### config.mk
export PLATFORM = sky130hd
export DESIGN_NAME = matrix_feeder
export DESIGN_NICKNAME = d
export VERILOG_FILES = /design/src/rtl/matrix_feeder.sv
export SDC_FILE = /design/constraint.sdc
export NUM_CORES = 1
export LEC_CHECK = 0
export BUFFER_PORTS_ARGS = -buffer_cell sky130_fd_sc_hd__buf_2
export CORE_ASPECT_RATIO = 0.9
export CORE_MARGIN = 4
export CORE_UTILIZATION = 55
export CTS_BUF_LIST = sky130_fd_sc_hd__clkbuf_4 sky130_fd_sc_hd__clkbuf_8 sky130_fd_sc_hd__clkbuf_16
export DETAILED_ROUTE_END_ITERATION = 10
export GPL_ROUTABILITY_DRIVEN = 1
export PLACE_DENSITY_LB_ADDON = 0.3
export SLEW_MARGIN = 20
export SYNTH_ARGS = -nofsm -noshare
export SYNTH_HDL_FRONTEND = slang
export SYNTH_SLANG_ARGS = --single-unit
### constraint.sdc
create_clock -name clk -period 3.87 [get_ports clk]
set_clock_uncertainty 0.1 [all_clocks]
set_input_delay 0.5805 -clock clk [delete_from_list [all_inputs] [get_ports clk]]
set_output_delay 0.5805 -clock clk [all_outputs]
set_load 0.01 [all_outputs]
### src/rtl/matrix_feeder.sv
// matrix_feeder: host-side sequencer for the 3x3 8-bit matrix multiplier.
// Holds the two operand matrices written by the host, pulses mm_start,
// streams the 18 operand bytes, then captures the 9 result bytes.
// Optional build macro: FEEDER_TIMEOUT_EN adds a WAIT-state watchdog that
// aborts the job after TIMEOUT cycles without mm_done.
module matrix_feeder #(
    parameter int N_IN    = 18,
    parameter int N_OUT   = 9,
    parameter int TIMEOUT = 1024
) (
    input  logic       clk,
    input  logic       rst,
    input  logic       go,
    input  logic       wr_en,
    input  logic [4:0] wr_addr,
    input  logic [7:0] wr_data,
    input  logic [3:0] rd_addr,
    output logic [7:0] rd_data,
    output logic       busy,
    output logic       result_valid,
    output logic       err,
    output logic       mm_start,
    output logic [7:0] mm_data_in,
    input  logic [7:0] mm_data_out,
    input  logic       mm_done
);

    typedef enum logic [2:0] {
        S_IDLE,
        S_START,
        S_SEND,
        S_WAIT,
        S_RECV,
        S_FIN,
        S_ERR
    } state_t;

    state_t     state_q, state_d;
    logic [4:0] cnt_q, cnt_d;
    logic [4:0] cnt_inc;
    logic       busy_q, busy_d;
    logic       rv_q, rv_d;
    logic       err_q, err_d;
    logic       start_q, start_d;
    logic [7:0] din_q, din_d;

    logic [7:0] op_q  [N_IN];
    logic [7:0] res_q [N_OUT];
    logic       op_we;
    logic       res_we;
    logic [3:0] res_idx;

`ifdef FEEDER_TIMEOUT_EN
    localparam int WD_W = ($clog2(TIMEOUT + 1) > 10) ? $clog2(TIMEOUT + 1) : 10;
    logic [WD_W-1:0] wd_q, wd_d;
`endif

    // Next-state, counter, output and buffer-write decode
    always_comb begin
        state_d = state_q;
        cnt_d   = cnt_q;
        cnt_inc = cnt_q + 5'd1;
        busy_d  = busy_q;
        rv_d    = rv_q;
        err_d   = err_q;
        start_d = 1'b0;
        din_d   = '0;
        op_we   = 1'b0;
        res_we  = 1'b0;
        res_idx = '0;
`ifdef FEEDER_TIMEOUT_EN
        wd_d    = wd_q;
`endif
        case (state_q)
            S_IDLE: begin
                op_we = wr_en && (wr_addr < 5'(N_IN));
                if (go) begin
                    state_d = S_START;
                    start_d = 1'b1;
                    busy_d  = 1'b1;
                    rv_d    = 1'b0;
                    err_d   = 1'b0;
                end
            end
            S_START: begin
                // byte 0 is launched here so it is on the bus in the first SEND cycle
                state_d = S_SEND;
                cnt_d   = '0;
                din_d   = op_q[0];
            end
            S_SEND: begin
                cnt_d = cnt_inc;
                if (cnt_q == 5'(N_IN - 1)) begin
                    state_d = S_WAIT;
`ifdef FEEDER_TIMEOUT_EN
                    wd_d    = '0;
`endif
                end else begin
                    din_d = op_q[cnt_inc];
                end
            end
            S_WAIT: begin
                if (mm_done) begin
                    state_d = S_RECV;
                    cnt_d   = '0;
                    res_we  = 1'b1;
                    res_idx = '0;
                end
`ifdef FEEDER_TIMEOUT_EN
                else begin
                    wd_d = wd_q + 1'b1;
                    if (wd_d == WD_W'(TIMEOUT)) begin
                        state_d = S_ERR;
                        err_d   = 1'b1;
                    end
                end
`endif
            end
            S_RECV: begin
                // counter restarts at 0 while slot 0 was already taken in WAIT,
                // so the slot written is one ahead of the counter
                cnt_d   = cnt_inc;
                res_we  = 1'b1;
                res_idx = cnt_inc[3:0];
                if (cnt_inc == 5'(N_OUT - 1)) begin
                    state_d = S_FIN;
                end
            end
            S_FIN: begin
                // result_valid and the busy drop become visible together
                state_d = S_IDLE;
                busy_d  = 1'b0;
                rv_d    = 1'b1;
            end
            S_ERR: begin
                state_d = S_IDLE;
                busy_d  = 1'b0;
            end
            default: begin
                state_d = S_IDLE;
                busy_d  = 1'b0;
            end
        endcase
    end

    // Control state and registered outputs
    always_ff @(posedge clk or negedge rst) begin
        if (!rst) begin
            state_q <= S_IDLE;
            cnt_q   <= '0;
            busy_q  <= 1'b0;
            rv_q    <= 1'b0;
            err_q   <= 1'b0;
            start_q <= 1'b0;
            din_q   <= '0;
`ifdef FEEDER_TIMEOUT_EN
            wd_q    <= '0;
`endif
        end else begin
            state_q <= state_d;
            cnt_q   <= cnt_d;
            busy_q  <= busy_d;
            rv_q    <= rv_d;
            err_q   <= err_d;
            start_q <= start_d;
            din_q   <= din_d;
`ifdef FEEDER_TIMEOUT_EN
            wd_q    <= wd_d;
`endif
        end
    end

    // Operand and result storage, deliberately not reset
    always_ff @(posedge clk) begin
        if (op_we) begin
            op_q[wr_addr] <= wr_data;
        end
        if (res_we) begin
            res_q[res_idx] <= mm_data_out;
        end
    end

    // Combinational result read; out-of-range slots read as zero
    always_comb begin
        rd_data = '0;
        if (rd_addr < 4'(N_OUT)) begin
            rd_data = res_q[rd_addr];
        end
    end

    assign busy         = busy_q;
    assign result_valid = rv_q;
    assign err          = err_q;
    assign mm_start     = start_q;
    assign mm_data_in   = din_q;

endmodule

==> impl_metrics.toml <==
[synth]
synth_most_common_cell = "edfxtp_1"
syn_nets = 524
synth_commonest_cells = "edfxtp_1 (216), mux4_2 (42), nor2_1 (23)"
syn_area_um2 = 9364
ys_seq_area_share_pct = 74.35
yosysTopAreaCell = "edfxtp_1"
synthTopCellsByArea = "edfxtp_1 (69%), mux4_2 (10%), dfrtp_1 (5.1%)"
yosysWarnings = 0
yosysTopAreaCellShare_pct = 69.27
ys_ff_latch = 235
ys_types = 44
syn_inst = 491
syn_area_per_cell_um2 = 19.07
postSynth.topFlopCell = "edfxtp_1"
async_flop_share_pct = 8.085
synth-edff-count = 216

[cts]
cts_setup_buffers = 0
ctsHoldBuffers = 1
clock-root-buffer = "clkbuf_16"
numCtsBuffers = 24
post_cts_resized = 0
cts_tree = "yes"
cts.path.max_buffers = 3
worstSkewPairLatency_ns = 0.51
cts_sinks = 235
htreeDepth = 1
path_clk_slew_ns = 0.06

[global_route]
grt_pass1_vias = 4937
overflow = 0
grt_usage_pct = 19.78
antenna_found_initial = 1
grt_pass1_wl_um = 29270
grt_max_degree = 32

[worst_setup_path]
critPathLaunchType = "flip-flop"
critPathArrivalTime_ns = 2.91
ff2ff_path_depth = 4
regToRegEndpoint = "op_q[15][4]$_DFFE_PP_"
reg2reg_from = "state_q[1]$_DFFE_PN0P_"
rrSetupSlack_ns = 0.98
cp_max_fo = 10
critPathRequiredTime_ns = 3.89
end_kind = "flip-flop"
crit_type = "flip-flop to flip-flop"

[power_and_ir_drop]
pwr-share-seq_pct = 41.0
p_total_mw = 7.314
p_int_mw = 5.283
pwr_density_cell_nw_per_um2 = 680.8
comb_power_share_pct = 24.4
vdd_drop_max_mv = 0.4799
switching_share_pct = 27.77
p_sw_mw = 2.031
clkPwrFrac_pct = 34.6
leakagePower_nw = 3.622

[sta]
clock.fmax_mhz = 345.7
hold_viol = 0
period_share_pct = 74.74
setup_violations = 0
min_period_ns = 2.892
setup_tns_ns = 0
final_max_slew_viol_count = 0
rsz0062_at_grt = "no"
tightest_slew_ns = 0.9564
hold-worst-slack_ns = 0.2020
slew_headroom_pct = 36.01

[drt]
drc = 0
viasPerCell = 6.236
drt-wirelength-per-cell_um = 24.00
drt_iter0_drc = 403
num_vias = 4864
wl_um = 18720
ant_nets = 0
first_pass_iters = 5

[layout]
syn2layout_area_growth_pct = 14.72
diodes = 0
final_util_pct = 65.48
design_area_um2 = 10740
layout.nets = 588
drive_gt1_share_pct = 29.84

[min_path]
holdPathStages = 2
hold_path_end = "state_q[0]$_DFFE_PN0P_"
min_path_type = "primary input to flip-flop"
worstHoldStart = "mm_done"

[job]
maxCapViolations = 0

[floorplanning]
fp.dieH_um = 131.8
die_x_um = 145.5
rows = 44
ios = 50
dieArea_um2 = 19180
start_util_pct = 57.08
core-area_um2 = 16410

[run_status]
status = "completed"

[placement]
hpwlAfterDp_um = 11560
portBuffers = 48
dpl_cell_area_um2 = 9842
place.gp.congestion = 0.8081
==> cell usage in the layout (no fill, tap or decap), types with 2 or more instances in the layout <==
| cell | instances |
|---|---|
| a21oi_1 | 8 |
| a22o_1 | 2 |
| a22oi_1 | 8 |
| buf_2 | 48 |
| buf_4 | 15 |
| bufinv_16 | 5 |
| clkbuf_16 | 25 |
| clkbuf_4 | 2 |
| clkbuf_8 | 4 |
| clkinv_2 | 5 |
| dfrtp_1 | 18 |
| edfxtp_1 | 216 |
| ha_1 | 3 |
| inv_1 | 3 |
| mux2_2 | 17 |
| mux2i_1 | 8 |
| mux4_1 | 6 |
| mux4_2 | 42 |
| nand2_1 | 20 |
| nand2b_1 | 4 |
| nand3_1 | 7 |
| nand3b_1 | 3 |
| nand4_1 | 2 |
| nor2_1 | 23 |
| nor2b_1 | 3 |
| nor3_1 | 10 |
| o21ai_0 | 15 |
| o21ai_1 | 14 |
| o22a_1 | 2 |
| o22ai_1 | 11 |
| o2bb2ai_1 | 2 |
| or3_1 | 2 |
==> worst max-delay path: stages (launching register included) <==
cell     delay, ns
dfrtp_1       0.48
nor2_1        0.65
and3b_1       0.34
nand3_1       0.17
nor2_1        0.76
==> sequential cells by signal, summed over array words and instances, names as in the netlist <==
name          count
mm_start          1
res_q            72
cnt_q             5
state_q           3
mm_data_in        8
result_valid      1
op_q            144
busy              1
==> layout make-up <==
type,instances,area (um^2)
Tap cell,207,259.0
Timing Repair Buffer,64,362.8
Clock buffer,31,695.7
Fill cell,1082,5663
Clock inverter,13,195.2
Sequential cell,235,6963
Multi-Input combinational cell,227,2256
Inverter,3,11.26
==> cell families after synthesis <==
group | after synthesis | synth area share (%)
flops | 235 | 74.35
simple gates | 84 | 4.490
mux | 73 | 14.68
compound gates | 64 | 4.169
buf+inv | 29 | 1.684
fa+ha+maj | 3 | 0.4009
xor+xnor | 2 | 0.1871
other cells | 1 | 0.04005
==> per-stage QoR <==
| step | std cells | worst slack (ns) |
|---|---|---|
| finish | 780 | 0.9775 |
| global route | 780 | 0.8426 |
| CTS | 780 | 1.048 |
| detailed placement | 735 | 1.084 |
| global placement | 735 | 1.093 |
| floorplan | 491 | 1.215 |
==> power groups by stage <==
| stage | sequential (mW) | clock (mW) | combinational, mW |
|---|---|---|---|
| 3_5_place_dp | 3.05 | 0 | 1.77 |
| 6_report | 3.00 | 2.53 | 1.78 |
| 5_1_grt | 3.01 | 2.69 | 1.92 |
| 4_1_cts | 3.00 | 2.57 | 1.79 |
| 2_1_floorplan | 3.02 | 0 | 1.32 |
| 3_3_place_gp | 3.04 | 0 | 1.75 |
==> how the worst max path moves through the flow <==
stage / startpoint / endpoint / slack [ns] / depth (start not counted)
after global routing: state_q[1]$_DFFE_PN0P_ / op_q[15][4]$_DFFE_PP_ / 0.84 / 4
final: state_q[1]$_DFFE_PN0P_ / op_q[15][4]$_DFFE_PP_ / 0.98 / 4
after floorplan: cnt_q[0]$_DFFE_PN0P_ / res_q[3][0]$_DFFE_PP_ / 1.22 / 6
after detailed placement: cnt_q[0]$_DFFE_PN0P_ / res_q[0][2]$_DFFE_PP_ / 1.08 / 4
after global placement: rd_addr[0] / rd_data[0] / 1.09 / 5
after CTS: state_q[1]$_DFFE_PN0P_ / op_q[15][4]$_DFFE_PP_ / 1.05 / 4
==> per-layer routing <==
metal	vias to the layer above	global-route usage, %	wire, um
met5	-	0	13
met3	41	3.747	1037
li1	2123	-	-
met1	2520	27.95	8102
met2	178	32.21	9130
met4	2	5.538	434
No activity file was read; power rests on OpenSTA's default activity.
